File: src/rtl/regfile_wb_queue_if.sv
// Handshake and read-port bundle between a write producer, the write-back queue and the regfile.
interface regfile_wb_queue_if #(
  parameter int unsigned WIDTH   = 16,
  parameter int unsigned NUMREGS = 8,
  parameter int unsigned DEPTH   = 4
);
  localparam int unsigned AW = (NUMREGS > 1) ? $clog2(NUMREGS) : 1;
  localparam int unsigned CW = $clog2(DEPTH) + 1;

  logic             i_wr_valid;
  logic             o_wr_ready;
  logic [AW-1:0]    i_wr_addr;
  logic [WIDTH-1:0] i_wr_data;
  logic             i_drain_en;
  logic             o_rf_write;
  logic [AW-1:0]    o_rf_addrw;
  logic [WIDTH-1:0] o_rf_data;
  logic [AW-1:0]    i_rdx_addr;
  logic [AW-1:0]    i_rdy_addr;
  logic [WIDTH-1:0] i_rdx_rf;
  logic [WIDTH-1:0] i_rdy_rf;
  logic [WIDTH-1:0] o_rdx_data;
  logic [WIDTH-1:0] o_rdy_data;
  logic             o_rdx_hit;
  logic             o_rdy_hit;
  logic [CW-1:0]    o_count;

  modport slave (
    input  i_wr_valid, i_wr_addr, i_wr_data, i_drain_en,
    input  i_rdx_addr, i_rdy_addr, i_rdx_rf, i_rdy_rf,
    output o_wr_ready, o_rf_write, o_rf_addrw, o_rf_data,
    output o_rdx_data, o_rdy_data, o_rdx_hit, o_rdy_hit, o_count
  );

  modport master (
    output i_wr_valid, i_wr_addr, i_wr_data, i_drain_en,
    output i_rdx_addr, i_rdy_addr, i_rdx_rf, i_rdy_rf,
    input  o_wr_ready, o_rf_write, o_rf_addrw, o_rf_data,
    input  o_rdx_data, o_rdy_data, o_rdx_hit, o_rdy_hit, o_count
  );
endinterface

File: src/rtl/regfile_wb_queue.sv
// Pending register-write FIFO that drains into the regfile write port and forwards
// the youngest pending value to two read ports.
module regfile_wb_queue #(
  parameter int unsigned WIDTH   = 16,
  parameter int unsigned NUMREGS = 8,
  parameter int unsigned DEPTH   = 4
) (
  input  logic              i_clk,
  input  logic              i_reset_n,
  regfile_wb_queue_if.slave bus
);
  localparam int unsigned AW = (NUMREGS > 1) ? $clog2(NUMREGS) : 1;
  localparam int unsigned PW = $clog2(DEPTH);
  localparam int unsigned CW = PW + 1;

  logic [AW-1:0]    addr_q [DEPTH];
  logic [WIDTH-1:0] data_q [DEPTH];
  logic [PW-1:0]    head_q;
  logic [PW-1:0]    tail_q;
  logic [CW-1:0]    count_q;

  logic             not_empty;
  logic             push;
  logic             pop;

  logic [WIDTH-1:0] x_data;
  logic [WIDTH-1:0] y_data;
  logic             x_hit;
  logic             y_hit;
  logic [PW-1:0]    idx;

  // Ready comes from the registered count only, never from this cycle's valid/drain.
  assign not_empty = (count_q != '0);
  assign push      = bus.i_wr_valid && bus.o_wr_ready;
  assign pop       = not_empty && bus.i_drain_en;

  assign bus.o_wr_ready = (count_q < CW'(DEPTH));
  assign bus.o_rf_write = pop;
  assign bus.o_rf_addrw = not_empty ? addr_q[head_q] : '0;
  assign bus.o_rf_data  = not_empty ? data_q[head_q] : '0;
  assign bus.o_count    = count_q;

  // Entry storage and pointers; reset wipes everything so no stale write survives.
  always_ff @(posedge i_clk or negedge i_reset_n) begin
    if (!i_reset_n) begin
      head_q  <= '0;
      tail_q  <= '0;
      count_q <= '0;
      for (int unsigned i = 0; i < DEPTH; i++) begin
        addr_q[i] <= '0;
        data_q[i] <= '0;
      end
    end else begin
      if (push) begin
        addr_q[tail_q] <= bus.i_wr_addr;
        data_q[tail_q] <= bus.i_wr_data;
        tail_q         <= tail_q + PW'(1);
      end
      if (pop) begin
        head_q <= head_q + PW'(1);
      end
      case ({push, pop})
        2'b10:   count_q <= count_q + CW'(1);
        2'b01:   count_q <= count_q - CW'(1);
        default: count_q <= count_q;
      endcase
    end
  end

  // Scan oldest to youngest so the last match (youngest) wins.
  always_comb begin
    x_data = bus.i_rdx_rf;
    y_data = bus.i_rdy_rf;
    x_hit  = 1'b0;
    y_hit  = 1'b0;
    idx    = '0;
    for (int unsigned i = 0; i < DEPTH; i++) begin
      idx = head_q + PW'(i);
      if (CW'(i) < count_q) begin
        if (addr_q[idx] == bus.i_rdx_addr) begin
          x_data = data_q[idx];
          x_hit  = 1'b1;
        end
        if (addr_q[idx] == bus.i_rdy_addr) begin
          y_data = data_q[idx];
          y_hit  = 1'b1;
        end
      end
    end
  end

  assign bus.o_rdx_data = x_data;
  assign bus.o_rdy_data = y_data;
  assign bus.o_rdx_hit  = x_hit;
  assign bus.o_rdy_hit  = y_hit;

endmodule

File: src/flat_wrapper.sv
// flat-port wrapper written by rule: the top's interface ports become plain ports
module regfile_wb_queue_flat 
#(
  parameter int unsigned WIDTH   = 16,
  parameter int unsigned NUMREGS = 8,
  parameter int unsigned DEPTH   = 4
)
  (i_clk, i_reset_n, bus_i_wr_valid, bus_i_wr_addr, bus_i_wr_data, bus_i_drain_en, bus_i_rdx_addr, bus_i_rdy_addr, bus_i_rdx_rf, bus_i_rdy_rf, bus_o_wr_ready, bus_o_rf_write, bus_o_rf_addrw, bus_o_rf_data, bus_o_rdx_data, bus_o_rdy_data, bus_o_rdx_hit, bus_o_rdy_hit, bus_o_count);
  regfile_wb_queue_if #(.WIDTH(WIDTH), .NUMREGS(NUMREGS), .DEPTH(DEPTH)) bus_i ();
  input  logic i_clk;
  input  logic i_reset_n;
  input wire logic [$bits(bus_i.i_wr_valid)-1:0] bus_i_wr_valid;
  input wire logic [$bits(bus_i.i_wr_addr)-1:0] bus_i_wr_addr;
  input wire logic [$bits(bus_i.i_wr_data)-1:0] bus_i_wr_data;
  input wire logic [$bits(bus_i.i_drain_en)-1:0] bus_i_drain_en;
  input wire logic [$bits(bus_i.i_rdx_addr)-1:0] bus_i_rdx_addr;
  input wire logic [$bits(bus_i.i_rdy_addr)-1:0] bus_i_rdy_addr;
  input wire logic [$bits(bus_i.i_rdx_rf)-1:0] bus_i_rdx_rf;
  input wire logic [$bits(bus_i.i_rdy_rf)-1:0] bus_i_rdy_rf;
  output wire logic [$bits(bus_i.o_wr_ready)-1:0] bus_o_wr_ready;
  output wire logic [$bits(bus_i.o_rf_write)-1:0] bus_o_rf_write;
  output wire logic [$bits(bus_i.o_rf_addrw)-1:0] bus_o_rf_addrw;
  output wire logic [$bits(bus_i.o_rf_data)-1:0] bus_o_rf_data;
  output wire logic [$bits(bus_i.o_rdx_data)-1:0] bus_o_rdx_data;
  output wire logic [$bits(bus_i.o_rdy_data)-1:0] bus_o_rdy_data;
  output wire logic [$bits(bus_i.o_rdx_hit)-1:0] bus_o_rdx_hit;
  output wire logic [$bits(bus_i.o_rdy_hit)-1:0] bus_o_rdy_hit;
  output wire logic [$bits(bus_i.o_count)-1:0] bus_o_count;
  assign bus_i.i_wr_valid = bus_i_wr_valid;
  assign bus_i.i_wr_addr = bus_i_wr_addr;
  assign bus_i.i_wr_data = bus_i_wr_data;
  assign bus_i.i_drain_en = bus_i_drain_en;
  assign bus_i.i_rdx_addr = bus_i_rdx_addr;
  assign bus_i.i_rdy_addr = bus_i_rdy_addr;
  assign bus_i.i_rdx_rf = bus_i_rdx_rf;
  assign bus_i.i_rdy_rf = bus_i_rdy_rf;
  assign bus_o_wr_ready = bus_i.o_wr_ready;
  assign bus_o_rf_write = bus_i.o_rf_write;
  assign bus_o_rf_addrw = bus_i.o_rf_addrw;
  assign bus_o_rf_data = bus_i.o_rf_data;
  assign bus_o_rdx_data = bus_i.o_rdx_data;
  assign bus_o_rdy_data = bus_i.o_rdy_data;
  assign bus_o_rdx_hit = bus_i.o_rdx_hit;
  assign bus_o_rdy_hit = bus_i.o_rdy_hit;
  assign bus_o_count = bus_i.o_count;
  regfile_wb_queue #(.WIDTH(WIDTH), .NUMREGS(NUMREGS), .DEPTH(DEPTH)) u_core (.i_clk(i_clk), .i_reset_n(i_reset_n), .bus(bus_i));
endmodule
File: config.mk
export PLATFORM = sky130hd
export DESIGN_NAME = regfile_wb_queue_flat
export DESIGN_NICKNAME = d
export VERILOG_FILES = /design/src/rtl/regfile_wb_queue_if.sv /design/src/rtl/regfile_wb_queue.sv /design/src/flat_wrapper.sv
export SDC_FILE = /design/constraint.sdc
export NUM_CORES = 1
export LEC_CHECK = 0
export BUFFER_PORTS_ARGS = -buffer_cell sky130_fd_sc_hd__clkbuf_2
export CORE_MARGIN = 4
export CORE_UTILIZATION = 63
export CTS_BUF_LIST = sky130_fd_sc_hd__clkbuf_16
export DETAILED_ROUTE_END_ITERATION = 8
export GPL_TIMING_DRIVEN = 0
export PLACE_DENSITY = 0.95
export SLEW_MARGIN = 20
export SYNTH_ARGS = -nofsm -noshare
export SYNTH_HDL_FRONTEND = slang
export SYNTH_SLANG_ARGS = --single-unit
File: constraint.sdc
create_clock -name i_clk -period 6.36 [get_ports i_clk]
set_clock_uncertainty 0.05 [all_clocks]
set_input_delay 1.272 -clock i_clk [delete_from_list [all_inputs] [get_ports i_clk]]
set_output_delay 1.272 -clock i_clk [all_outputs]
set_load 0.05 [all_outputs]
======== After elaboration in Yosys (flattened, before gate mapping) ========
Cells that the tools add are included.
cells by class
  reductions and logical operators ........ 5
  multiplexer cells ....................... 65
  shift-type cells ........................ 0
  eq/ne operators ......................... 10
  order comparisons ....................... 11
  bitwise logic cells ..................... 5
  divide/modulo/power cells ............... 0
  $add $sub $neg .......................... 6
  multiply operators ...................... 0
operator list
  kind                   count
  $mux W16               26
  $bmux W16 S2           4
  $bwmux W64             1
  $demux W16 S2          1
  $mux W3                10
  $bmux W3 S2            4
  $eq A3 B3 Y1           8
  $mux W1                16
  $ge A3 B3 Y1 const B   5
  $not A2 Y3             5
  $bwmux W12             1
  $demux W3 S2           1
  $lt A1 B3 Y1 const A   2
  $lt A2 B3 Y1 const A   2
  $pmux W3 S2            1
  $add A2 B1 Y2 const B  2
  $add A2 B2 Y2 const B  2
  $add A3 B1 Y3 const B  1
  $logic_and A1 B1 Y1    3
  $lt A3 B1 Y1 const B   1
  $lt A3 B3 Y1 const B   1
  $reduce_bool A3 Y1     1
  $sub A3 B1 Y3 const B  1
  $eq A2 B1 Y1 const B   1
  2 further kinds        2
word-level totals
  register bits ........................... 83
  bits in latches ......................... 0
  output and inout bits ................... 58
  RAM bits ................................ 0
  word-level logic and storage cells ...... 113
  memories ................................ 0
  ROM bits ................................ 0

======== Logic depth before layout (Yosys ltp) ========
Gate-level depths: netlist of the first run.
  depth after elaboration ................. 13
  mapped depth ............................ 10
  depth with buffers taken out ............ 8

======== Worst setup path after synthesis of the first run ========
No wires, ideal clock.
  kind .................................... register -> output
  start ................................... register u_core.count_q[2], in the netlist u_core.bus.o_count[2]
  end ..................................... output port bus_o_rdy_data[0]
  data arrival time ....................... 4005 ps
  data required time ...................... 5038 ps
  stages on the path, launching flop included .. 9
  path slack .............................. 1033 ps
  cell sequence ........................... dfrtp_1 -> clkbuf_1 -> inv_1 -> o21ai_0 -> and4_1 -> clkbuf_1 -> or2_1 -> clkbuf_1 -> o311ai_0
on the way
  longest elaborated chain between the ends .. 8
  elaborated cells between the ends (all ways) .. 11
RTL lines
  what                      RTL line                source
  start: declaration        regfile_wb_queue.sv:20  logic [CW-1:0] count_q;
  start signal: assignment  regfile_wb_queue.sv:63  2'b10: count_q <= count_q + CW'(1);
  start signal: assignment  regfile_wb_queue.sv:64  2'b01: count_q <= count_q - CW'(1);
  start signal: assignment  regfile_wb_queue.sv:65  default: count_q <= count_q;
  $lt A1 B3 Y1              regfile_wb_queue.sv:79  if (CW'(i) < count_q) begin
  $mux W16                  regfile_wb_queue.sv:79
  $mux W16                  regfile_wb_queue.sv:84  if (addr_q[idx] == bus.i_rdy_addr) begin
  $mux W16                  regfile_wb_queue.sv:79
  $mux W16                  regfile_wb_queue.sv:84
  $mux W16                  regfile_wb_queue.sv:79
  $mux W16                  regfile_wb_queue.sv:84
  $mux W16 (*)              regfile_wb_queue.sv:79
  end: declaration          flat_wrapper.sv:25      output wire logic [$bits(bus_i.o_rdy_data)-1:0] bus_o_rdy_data;
Mark *: on every way between the ends. The rest lies on a longest branch, timed or not.

======== Worst setup path after layout of the first run ========
  start ................................... register u_core.head_q[0]
  end ..................................... output port bus_o_rdy_data[2]
on the way
  longest elaborated chain between the ends .. 13
  elaborated cells between the ends (all ways) .. 43
RTL lines
  what                                                    RTL line                source
  start: declaration                                      regfile_wb_queue.sv:18  logic [PW-1:0] head_q;
  start signal: assignment                                regfile_wb_queue.sv:60  head_q <= head_q + PW'(1);
  branches (longest 12 deep; another with $add A2 B1 Y2)  -
  $mux W16 (*)                                            regfile_wb_queue.sv:79
Mark *: on every way between the ends. The select of a mux whose other input is x is not followed.

==> metrics.yaml, run 1 <==
outcome:
  status: "finished, final reports clean"
grt:
  grt_pass1_wl_um: 39400
  antenna_found_initial: 0
  overflow: 0
  grt_max_degree: 47
  grt_pass1_vias: 6764
  grt_usage: 0.399
placed_design:
  place_area_mm2: 0.00794
  post-place-cells: 913
  port_buffers: 115
  gp_congestion: 0.981
  hpwl_um: 18700
synth:
  synth-main-ff-cell: "dfrtp_1"
  synth_nets: 726
  syn_area_mm2: 0.00717
  synth.area.mux_share: 0.361
  synth_warnings: 0
  synth_area_leaders: "dfrtp_1 (29%), mux4_2 (24%), mux2_2 (12%)"
  synth-xor-area-share: 0.0401
  synth-edff-count: 0
  postSynthCellCount: 657
  synth_top_family_by_area: "multiplexers"
  yosysTopAreaCell: "dfrtp_1"
  synth-adder-area-share: 0.0140
  synthArstFlopShare: 1.00
  synth_compound_area_frac: 0.113
  synth.distinct_cells: 36
  postSynthAreaPerCell_um2: 10.9
  yosys_register_bits: 83
  synth_top_area_share: 0.290
  synth-simple-area-share: 0.131
  yosysSeqAreaShare: 0.290
worst_hold_path:
  hold_depth: 1
  hold_path.class: "register to register"
  hp-start: "u_core.bus.o_count[0]"
  holdPathEnd: "u_core.bus.o_count[0]"
worst_setup_path:
  start_kind: "register"
  reg2reg_depth: 6
  cp-end-kind: "primary output"
  crit_slowest_cell: "o311ai_0"
  slowest_delay_ps: 620
  cp.required_ps: 5040
  critPathKind: "register to primary output"
  arrival_ps: 3660
  path_depth: 8
  r2r_setup_slack_ps: 3540
  r2r_end: "u_core.data_q[38]"
  path_cells: "buf_6 -> buf_6 -> mux4_2 -> xor2_1 -> a2111o_1 -> a221oi_1 -> o311ai_0 -> clkbuf_2"
  crit_buf_inv: 3
  reg2reg_from: "u_core.bus.o_count[2]"
  critical-path-top-delay-family: "compound AO/OA/AOI/OAI gates"
  crit_path_max_fanout: 10
  crit_top_cell: "buf_6"
sta:
  worst_pin_slew_ps: 940
  period_share: 0.783
  final.min_clock_period_ps: 4980
  maxSlewHeadroom: 0.374
  setup_viol: 0
  whs_ps: 520
  drv_slew: 0
  grt_setup_unrepaired: "false"
  tns_ps: 0
  hold_violations: 0
  max_freq_mhz: 201
routing:
  dr.pass1.iters: 8
  avgViaCountPerCell: 7.42
  wirelength_um: 25500
  post_drt_wl_per_cell_um: 27.4
  route.detailed.drc: 0
  drtIter0Drc: 1261
  ant_nets: 0
  via_count: 6892
layout:
  diodes: 0
  final_design_area_no_fill_mm2: 0.00822
  layout.cells.non_filler: 929
  seqCellArea_mm2: 0.00208
  fillCellCount: 734
  syn2layout_area_growth_pct: 14.6
  multi_input_area_mm2: 0.00472
  layout_commonest_cell: "clkbuf_2"
  nNetsFinal: 853
  drive_above_1_share: 0.399
  final_cell_mix: "clkbuf_2 (115), dfrtp_1 (83), mux2_2 (77)"
clock_tree:
  hold_buffers: 0
  cts.htree.levels: 3
  clkTransAtPathRegs_ps: 70
  cts_sinks: 83
  cts_root_buf: "clkbuf_16"
  cts_resized: 0
  post_cts_buffers: 0
  cts_buffers: 9
  clk_latency_ps: 350
  tritoncts: "yes"
  clockBufferDepth: 2
floorplanning:
  die_h_um: 115
  chipWidth_um: 115
  start_util: 0.653
  die-area_mm2: 0.0132
  core-area_mm2: 0.0110
  ios: 119
  rows: 38
run:
  max_cap_violations: 0
## per-stage QoR
step | setup slack, ps | utilization
detailed placement | 1570 | 0.723
CTS | 1410 | 0.748
floorplan | 1030 | -
finish | 1380 | 0.748
global placement | 1560 | 0.721
global route | 1210 | 0.748
## logic make-up (layout without fill, tap and decap cells)
logic type / count (synthesis) / count (layout)
and+or+nand+nor: 194 / 194
muxes: 154 / 154
AOI/OAI and AO/OA: 101 / 101
buffers and inverters: 85 / 217
adders and majority gates: 8 / 8
DFF: 83 / 83
xor gates and xnor gates: 32 / 32
## final cells by class
| type | instances | share of cell area |
|---|---|---|
| tap | 140 | 0.0213 |
| inverter | 22 | 0.0100 |
| multi-input combinational | 489 | 0.575 |
| clock buffer | 9 | 0.0274 |
| timing repair buffer | 116 | 0.0728 |
| clock inverter | 7 | 0.00624 |
| buffer | 63 | 0.0350 |
| sequential | 83 | 0.253 |
## state kept, by name, summed over array words and instances (netlist names)
register            count
u_core.addr_q          12
u_core.bus.o_count      3
u_core.data_q          64
u_core.head_q           2
u_core.tail_q           2
## per-layer routing
| layer | wire length [um] | global-route usage | up-vias |
|---|---|---|---|
| li1 | - | - | 2815 |
| met1 | 8960 | 0.543 | 3289 |
| met2 | 11600 | 0.608 | 665 |
| met3 | 3860 | 0.127 | 123 |
| met4 | 1070 | 0.141 | 0 |
| met5 | 0 | 0 | - |
## worst reg2reg max path, stage by stage, from the launching register on
cell      delay [ps]
dfrtp_1          340
clkbuf_1         310
nor2b_1           80
clkbuf_1         270
nand2_1          500
clkbuf_1         690
mux2_2           440
## Yosys cell counts, types with 2 or more instances
master / count
a41oi_1: 16
buf_2: 13
ha_1: 8
inv_1: 22
a221oi_1: 7
clkbuf_1: 37
nand3_1: 17
nand2_1: 41
nor4_1: 16
o311ai_0: 11
buf_4: 3
mux4_2: 76
nand4_1: 19
and4_1: 5
o21ai_0: 3
mux2_2: 77
a21oi_1: 32
or3_1: 2
buf_6: 3
dfrtp_1: 83
xor2_1: 9
a221oi_2: 9
o311ai_1: 21
nor2b_1: 22
xnor2_1: 22
nor2_1: 68
buf_1: 6
## how the worst max path moves through the flow
stage,start,endpoint,slack (ps)
CTS,u_core.head_q[0],bus_o_rdy_data[15],1410
finish,u_core.head_q[0],bus_o_rdy_data[2],1380
global route,u_core.head_q[0],bus_o_rdy_data[14],1210
global placement,bus_i_rdy_addr[1],bus_o_rdy_data[14],1560
detailed placement,bus_i_rdy_addr[2],bus_o_rdy_data[14],1570
floorplan,u_core.bus.o_count[2],bus_o_rdy_data[0],1030
Power of run 1 is not shown: default switching activity piles up to over one toggle a cycle in this logic, so the estimate is an artifact.
==> inputs of run 2 (changes only) <==
ABC_AREA = 1   (was not set)
CORE_UTILIZATION = 58   (was 63)
PLACE_DENSITY = 0.89   (was 0.95)
clock period = 4.63 ns   (was 6.36 ns; I/O delays follow)
==> metrics.yaml, run 2 <==
grt:
  grt_max_degree: 51  # was 47
  grt_usage: 0.315  # was 0.399
  grt_pass1_vias: 7542  # was 6764
  grt_pass1_wl_um: 37500  # was 39400 um
  overflow: 0  # unchanged
  antenna_found_initial: 0  # unchanged
worst_setup_path:
  critPathLaunch: "u_core.head_q[0]"  # unchanged
  start_kind: "register"  # unchanged
  r2r_end: "u_core.data_q[0]"  # was u_core.data_q[38]
  cp-end-kind: "primary output"  # unchanged
  arrival_ps: 2860  # was 3660 ps
  crit_path_max_fanout: 10  # unchanged
  r2r_setup_slack_ps: 2400  # was 3540 ps
  slowest_delay_ps: 420  # was 620 ps
  crit_buf_inv: 4  # was 3
  critPathKind: "register to primary output"  # unchanged
  crit_top_cell: "nand2_1"  # was buf_6
  reg2reg_from: "u_core.bus.o_count[2]"  # unchanged
  critical-path-top-delay-family: "simple AND/OR/NAND/NOR gates"  # was compound AO/OA/AOI/OAI gates
  reg2reg_depth: 8  # was 6
  cp.required_ps: 3650  # was 5040 ps
  path_cells: "inv_2 -> buf_6 -> nand2_1 -> nand3_1 -> nand2_1 -> nand2_1 -> nand2_1 -> nor2_4 -> buf_2 -> nand3_1 -> nand3_1 -> nand2_1 -> a21oi_1 -> clkbuf_2"  # was buf_6 -> buf_6 -> mux4_2 -> xor2_1 -> a2111o_1 -> a221oi_1 -> o311ai_0 -> clkbuf_2
  crit_slowest_cell: "dfrtp_1"  # was o311ai_0
layout:
  layout_commonest_cell: "nand2_1"  # was clkbuf_2
  regMostFlops: "u_core.data_q"  # unchanged
  final_cell_mix: "nand2_1 (411), o21ai_0 (164), nand3_1 (153)"  # was clkbuf_2 (115), dfrtp_1 (83), mux2_2 (77)
  drive_above_1_share: 0.159  # was 0.399
  diodes: 0  # unchanged
  nNetsFinal: 1416  # was 853
  syn2layout_area_growth_pct: 15.2  # was 14.6%
  largest_reg_flops: 64  # unchanged
synth:
  synthArstFlopShare: 1.00  # unchanged
  postSynthCellCount: 1217  # was 657
  syn_area_mm2: 0.00739  # was 0.00717 mm2
  synth_top_area_share: 0.281  # was 0.290
  synth.distinct_cells: 29  # was 36
  synth_nets: 1286  # was 726
  yosysMostFrequentCell: "nand2_1"  # was dfrtp_1
  yosysTopAreaCell: "dfrtp_1"  # unchanged
  synth_common_cells: "nand2_1 (411), o21ai_0 (164), nand3_1 (153), inv_1 (132), dfrtp_1 (83)"  # was dfrtp_1 (83), mux2_2 (77), mux4_2 (76), nor2_1 (68), nand2_1 (41)
  synth_warnings: 0  # unchanged
  synth_area_leaders: "dfrtp_1 (28%), nand2_1 (21%), o21ai_0 (11%)"  # was dfrtp_1 (29%), mux4_2 (24%), mux2_2 (12%)
  synth-main-ff-cell: "dfrtp_1"  # unchanged
  synth-edff-count: 0  # unchanged
  yosys_register_bits: 83  # unchanged
  postSynthAreaPerCell_um2: 6.07  # was 10.9 um2
  yosysSeqAreaShare: 0.281  # was 0.290
routing:
  met2_length_um: 10100  # was 11600 um
  met1Wirelength_um: 10200  # was 8960 um
  dr.pass1.iters: 6  # was 8
  route.detailed.drc: 0  # unchanged
  avgViaCountPerCell: 5.54  # was 7.42
  wirelength_um: 23000  # was 25500 um
  via_count: 8414  # was 6892
  post_drt_wl_per_cell_um: 15.1  # was 27.4 um
  routed-wl-met3_um: 2390  # was 3860 um
  drtIter0Drc: 950  # was 1261
  topRoutingLayerUsed: "met4"  # unchanged
  ant_nets: 0  # unchanged
worst_hold_path:
  hp-start: "u_core.data_q[19]"  # was u_core.bus.o_count[0]
  holdPathEnd: "u_core.data_q[19]"  # was u_core.bus.o_count[0]
  hold_path.class: "register to register"  # unchanged
  hold_depth: 2  # was 1
floorplanning:
  ios: 119  # unchanged
  rows: 40  # was 38
  die-area_mm2: 0.0146  # was 0.0132 mm2
  chipWidth_um: 121  # was 115 um
  start_util: 0.603  # was 0.653
  core-area_mm2: 0.0123  # was 0.0110 mm2
  die_h_um: 121  # was 115 um
sta:
  max_freq_mhz: 261
  tns_ps: 0  # unchanged
  final.min_clock_period_ps: 3830
  maxSlewHeadroom: 0.598  # was 0.374
  period_share: 0.828
  worst_pin_slew_ps: 596  # was 940 ps
  setup_viol: 0  # unchanged
  hold_violations: 0  # unchanged
  grt_setup_unrepaired: "false"  # unchanged
  drv_slew: 0  # unchanged
placed_design:
  hpwl_um: 18400  # was 18700 um
  port_buffers: 118  # was 115
  gp_congestion: 0.930  # was 0.981
clock_tree:
  clockBufferDepth: 2  # unchanged
  cts_root_buf: "clkbuf_16"  # unchanged
  cts.htree.levels: 3  # unchanged
  cts_buffers: 9  # unchanged
  clk_latency_ps: 340  # was 350 ps
  cts_resized: 0  # unchanged
  post_cts_buffers: 0  # unchanged
  hold_buffers: 0  # unchanged
  cts_sinks: 83  # unchanged
  tritoncts: "yes"  # unchanged
  clkTransAtPathRegs_ps: 60  # was 70 ps
run:
  max_cap_violations: 0  # unchanged
outcome:
  status: "finished, final reports clean"  # unchanged
-- run 2: cell types whose count changed after synthesis, sizes merged, moves of 21 or more --
cell	before	now
nor2b	22	0
mux2	77	0
mux4	76	0
inv	22	143
mux2i	1	30
xnor2	23	2
nand2	41	421
o21ai	3	179
o311ai	32	0
nand3	17	156
-- run 2: how the worst max path moves through the flow --
stage / to / slack (ps) / depth (start not counted)
final: bus_o_rdx_data[12] / 800 / 14
after global routing: bus_o_rdx_data[13] / 620 / 12
after CTS: bus_o_rdx_data[12] / 870 / 14
after detailed placement: bus_o_rdx_data[12] / 1060 / 11
after global placement: bus_o_rdx_data[7] / 1060 / 11
after floorplan: bus_o_rdy_data[10] / 930 / 9
-- run 2: worst min-delay path, cell delays in order, from the launching register on --
cell     delay [ps]
dfrtp_1         340
nand2_1          50
o21ai_0          60
-- run 2: cells by family (layout without fill, tap and decap cells) --
| logic type | after synthesis | after routing | share of synthesized area |
|---|---|---|---|
| AND/OR/NAND/NOR | 656 | 656 | 0.381 |
| flip-flops | 83 | 83 | 0.281 |
| AO/OA/AOI/OAI | 215 | 215 | 0.147 |
| multiplexers | 30 | 30 | 0.0406 |
| buffers and inverters | 214 | 349 | 0.122 |
| XOR/XNOR | 11 | 11 | 0.0151 |
| adder cells (fa/ha/maj) | 8 | 8 | 0.0135 |
-- run 2: metrics by stage --
step | cells | worst slack [ps] | instance area (um2) | utilization | hold slack [ps]
2_1_floorplan | 1217 | 925 | 7390 | - | 403
3_3_place_gp | 1503 | 1060 | 8190 | 0.668 | 416
3_5_place_dp | 1504 | 1060 | 8220 | 0.670 | 423
4_1_cts | 1520 | 868 | 8510 | 0.694 | 438
5_1_grt | 1520 | 619 | 8510 | 0.694 | 456
6_report | 1520 | 796 | 8510 | 0.694 | 438
-- run 2: layout make-up --
cell class / count / area [um2]
fill: 1083 / 3750
sequential: 83 / 2080
clock buffer: 9 / 225
clock inverter: 7 / 68.8
buffer: 70 / 360
tap: 168 / 210
multi-input combinational: 920 / 4410
timing repair buffer: 119 / 621
inverter: 144 / 541
-- run 2: routing by layer --
layer	global-route usage	up-vias
li1	-	4133
met1	0.463	3744
met2	0.486	504
met3	0.0517	33
met4	0.0758	0
met5	0	-
Power of run 2 is left out for the same reason.
